===== src/rtl/enc_pkg.sv =====
// Shared types and helpers for the streaming 4x2 request encoder.
package enc_pkg;

    localparam int unsigned N_DEFAULT = 4;
    localparam int unsigned W_DEFAULT = $clog2(N_DEFAULT);

    typedef enum logic [0:0] {
        IDLE = 1'b0,
        HOLD = 1'b1
    } state_t;

    // Highest set index of v; result is meaningless when v == 0.
    function automatic logic [W_DEFAULT-1:0] prio_idx(input logic [N_DEFAULT-1:0] v);
        logic [W_DEFAULT-1:0] idx;
        idx = '0;
        for (int unsigned i = 0; i < N_DEFAULT; i++) begin
            if (v[i]) idx = W_DEFAULT'(i);
        end
        return idx;
    endfunction

endpackage


===== src/rtl/priority_encoder_4x2.sv =====
// Combinational priority encoder: highest set bit wins, any_set flags a non-empty vector.
module priority_encoder_4x2 #(
    parameter int unsigned N = enc_pkg::N_DEFAULT,
    localparam int unsigned W = $clog2(N)
) (
    input  logic [N-1:0] vec,
    output logic [W-1:0] idx,
    output logic         any_set
);

    // Ascending scan so the last (highest) set bit overwrites lower ones.
    always_comb begin
        idx = '0;
        for (int unsigned i = 0; i < N; i++) begin
            if (vec[i]) idx = W'(i);
        end
    end

    assign any_set = |vec;

endmodule


===== src/rtl/encoder_4x2_stream.sv =====
// Latches request pulses into a pending set and streams them out as binary codes,
// highest index first, over a valid/ready handshake.
module encoder_4x2_stream
    import enc_pkg::*;
#(
    parameter int unsigned N = N_DEFAULT,
    localparam int unsigned W = $clog2(N)
) (
    input  logic         clk,
    input  logic         rst,
    input  logic [N-1:0] req,
    output logic [W-1:0] code,
    output logic         out_valid,
    input  logic         out_ready,
    output logic [N-1:0] pending,
    output logic         overflow
);

    state_t         state_q, state_d;
    logic [W-1:0]   code_q, code_d;
    logic [N-1:0]   pending_q, pending_d;
    logic           valid_q, valid_d;
    logic           overflow_q, overflow_d;

    logic [W-1:0]   top_idx;
    logic           top_any;
    logic           load;
    logic [N-1:0]   clr;

    priority_encoder_4x2 #(.N(N)) u_prio (
        .vec     (pending_q),
        .idx     (top_idx),
        .any_set (top_any)
    );

    always_ff @(posedge clk or posedge rst) begin
        if (rst) begin
            state_q    <= IDLE;
            code_q     <= '0;
            pending_q  <= '0;
            valid_q    <= 1'b0;
            overflow_q <= 1'b0;
        end else begin
            state_q    <= state_d;
            code_q     <= code_d;
            pending_q  <= pending_d;
            valid_q    <= valid_d;
            overflow_q <= overflow_d;
        end
    end

    // Next state: load a new code from IDLE, or on a completed handshake in HOLD.
    always_comb begin
        state_d    = state_q;
        code_d     = code_q;
        load       = 1'b0;
        clr        = '0;

        case (state_q)
            IDLE: begin
                if (top_any) begin
                    load    = 1'b1;
                    state_d = HOLD;
                end
            end
            HOLD: begin
                if (out_ready) begin
                    if (top_any) load    = 1'b1;
                    else         state_d = IDLE;
                end
            end
            default: state_d = IDLE;
        endcase

        if (load) begin
            code_d = top_idx;
            clr    = N'(1) << top_idx;
        end

        // Set wins over clear so a same-edge re-request is not lost.
        pending_d  = (pending_q & ~clr) | req;
        overflow_d = |(req & pending_q & ~clr);
        valid_d    = (state_d == HOLD);
    end

    assign code      = code_q;
    assign out_valid = valid_q;
    assign pending   = pending_q;
    assign overflow  = overflow_q;

endmodule


===== config.mk =====
export PLATFORM = sky130hd
export DESIGN_NAME = encoder_4x2_stream
export DESIGN_NICKNAME = d
export VERILOG_FILES = /design/src/rtl/enc_pkg.sv /design/src/rtl/priority_encoder_4x2.sv /design/src/rtl/encoder_4x2_stream.sv
export SDC_FILE = /design/constraint.sdc
export NUM_CORES = 1
export LEC_CHECK = 0
export BUFFER_PORTS_ARGS = -buffer_cell sky130_fd_sc_hd__buf_2
export CORE_AREA = 10 10 47 49
export CTS_CLUSTER_DIAMETER = 40
export DETAILED_ROUTE_END_ITERATION = 12
export DIE_AREA = 0 0 57 59
export GPL_ROUTABILITY_DRIVEN = 0
export PLACE_DENSITY_LB_ADDON = 0.2
export SETUP_SLACK_MARGIN = 0.15
export SYNTH_ARGS = -nofsm -noshare
export SYNTH_HDL_FRONTEND = slang
export SYNTH_SLANG_ARGS = --single-unit

===== constraint.sdc =====
create_clock -name clk -period 2 [get_ports clk]
set_input_delay 0.1 -clock clk [delete_from_list [all_inputs] [get_ports clk]]
set_output_delay 0.1 -clock clk [all_outputs]
set_load 0.02 [all_outputs]

==> results.py <==
metrics = {
    "cts": {
        "cts_inserted_buffers": 3,
        "root_buffer": "clkbuf_4",
        "clock-sinks": 8,
        "insertion_delay_ns": 0.26,
        "clock_path_buffers": 2,
        "cts_resized": 0,
        "path_clk_slew_ns": 0.06,
        "cts_htree_levels": 1,
        "hold_buffers": 1,
        "cts_tree": "done",
        "cts_setup_buffers": 0,
    },
    "placement": {
        "dpl.hpwl_um": 686,
        "port_buffers": 14,
    },
    "power_and_ir_drop": {
        "ir_worst_vdd_v": 0.000279,
        "power_mw": 0.355,
        "leakagePower_nw": 0.219,
        "powerDensity_mw_per_mm2": 732,
    },
    "timing": {
        "fin_setup_tns_ns": 0,
        "final-hold-violation-count": 0,
        "fin_crit_ns": 1.11,
        "fmaxAchievable_ghz": 0.905,
        "fin_skew_ns": 0.00137,
        "rsz0062_at_grt": "false",
        "setup_viol": 0,
        "tightestPinTransition_ns": 0.314,
        "finalMaxSlewViolations": 0,
        "fin_crit_sh_pct": 55.3,
        "maxSlewHeadroom_pct": 79.1,
    },
    "global_route": {
        "antenna_found_initial": 0,
        "grt_max_degree": 10,
        "grt_pass1_vias": 308,
        "grt_first_pass_wirelength_um": 1460,
        "grt_overflow": 0,
        "grt_use_total_pct": 5.82,
    },
    "worst_setup_path": {
        "end_kind": "flop",
        "worstSetupPathType": "flop to flop",
        "cp.required_ns": 2.14,
        "cp-start-kind": "flop",
        "path_max_fanout": 7,
        "path_cells": "nor2_4, nand2b_4, or3_1",
        "critical-path-max-stage-delay_ns": 0.46,
        "worstPathArrival_ns": 1.24,
        "critPathSlowestCell": "dfrtp_1",
    },
    "route": {
        "vias_per_cell": 4.54,
        "wl_per_cell_um": 13.6,
        "drt_first_pass_iters": 4,
        "postRouteAntennaNets": 0,
        "vias": 304,
        "wl_um": 913,
        "drc": 0,
        "drt_iter0_markers": 6,
    },
    "logic_synthesis": {
        "synth_edf_count": 0,
        "yosysUniqueCellTypes": 16,
        "synthCells": 34,
        "syn-num-nets": 41,
        "ys_warn_count": 0,
        "netlist_top_cells_count": "dfrtp_1, o21ai_0, inv_1",
        "ys_seq_elements": 8,
        "postSynth.topFlopCell": "dfrtp_1",
        "yosysTopAreaCellShare_pct": 53.5,
        "synth_area_leaders": "dfrtp_1, o21ai_0, a21o_2, nand2b_4, nor2b_4",
        "synth_most_common_cell": "dfrtp_1",
        "netlist_area_sq_um": 374,
        "synthArstFlopShare_pct": 100,
        "synth_seq_area_share_pct": 53.5,
        "synth.avg_cell_area_sq_um": 11.0,
        "synth_area_leader_cell": "dfrtp_1",
    },
    "floorplanning": {
        "die_y_um": 59,
        "rows": 14,
        "design.core.area_sq_mm": 0.00140,
        "die_area_sq_mm": 0.00336,
        "start_util_pct": 26.7,
        "fp.dieW_um": 57,
        "io_pins": 15,
    },
    "finish": {
        "fillCellCount": 163,
        "area_delta_synth_final_pct": 29.8,
        "diodes": 0,
        "final_layout_size_suffix_gt1_share_pct": 43.1,
        "fin_nets": 60,
    },
    "job": {
        "max_cap_violations": 0,
    },
    "status": {
        "status": "completed",
    },
    "min_path": {
        "min_path_type": "input pin to flop",
    },
}
## final timing paths
path,from,end,slack [ns],cells past startpoint
worst max-delay path,pending[3],out_valid,0.89,3
worst min-delay path,req[1],pending[1],0.04,2
worst max register to register,pending[3],out_valid,0.89,3
worst min register to register,code[0],code[0],0.51,2
max in group asynchronous,rst,pending[2],1.43,3
min in group asynchronous,rst,pending[0],0.34,3
## layout make-up
class	instances	area (sq um)	area share, %
Sequential cell	8	200	41.2
Multi-Input combinational cell	22	151	31.2
Timing Repair Buffer	15	80.1	16.5
Clock buffer	3	22.5	4.64
Tap cell	16	20.0	4.12
Inverter	3	11.3	2.32
## worst max-delay path, delay by kind of cell, from the launching register on
kind / cells / cell delay [ns]
flops: 1 / 0.46
simple gates: 3 / 0.53
## state kept, by name, indices dropped and copies added (netlist names)
| signal | cells |
|---|---|
| code | 2 |
| out_valid | 1 |
| overflow | 1 |
| pending | 4 |
## metrics by stage
stage	std cells	cell area (sq um)	hold slack, ns	util, %	setup WS [ns]
final	67	485	0.0388	34.6	0.895
after global routing	67	485	0.0231	34.6	0.800
after CTS	67	485	0.0319	34.6	0.894
after detailed placement	63	453	0.0670	32.3	0.903
after global placement	63	453	0.0679	32.3	0.905
after floorplan	34	374	-0.0843	-	0.743
## layout by cell type, fill, tap and decap left out, types with 2 or more instances in the layout
| cell | netlist | routed |
|---|---|---|
| a21o_2 | 2 | 2 |
| buf_2 | 0 | 14 |
| clkbuf_4 | 0 | 3 |
| dfrtp_1 | 8 | 8 |
| inv_1 | 3 | 3 |
| nand2b_1 | 2 | 2 |
| nand3_1 | 2 | 2 |
| nor2_1 | 2 | 2 |
| o21ai_0 | 6 | 6 |
## cell families (layout without fill, tap and decap cells)
group	after synthesis	in the layout	share of synthesized area (%)
simple gates	10	10	20.1
flops	8	8	53.5
compound gates	12	12	20.4
buf+inv	4	21	6.02
## metal layers
layer	up-vias	global-route usage (%)	share of wire, %
met5	-	0	0
met4	0	5.03	2.1
met3	4	4.29	8.4
met2	10	7.60	46
met1	137	6.01	43
li1	153	-	-
## report_power, final
| part | internal [mW] | switching, mW |
|---|---|---|
| combinational | 0.0211 | 0.0287 |
| sequential | 0.170 | 0.00880 |
| clock | 0.0689 | 0.0581 |
| total | 0.260 | 0.0955 |
Note: power is estimated with default switching activity, not from simulation.
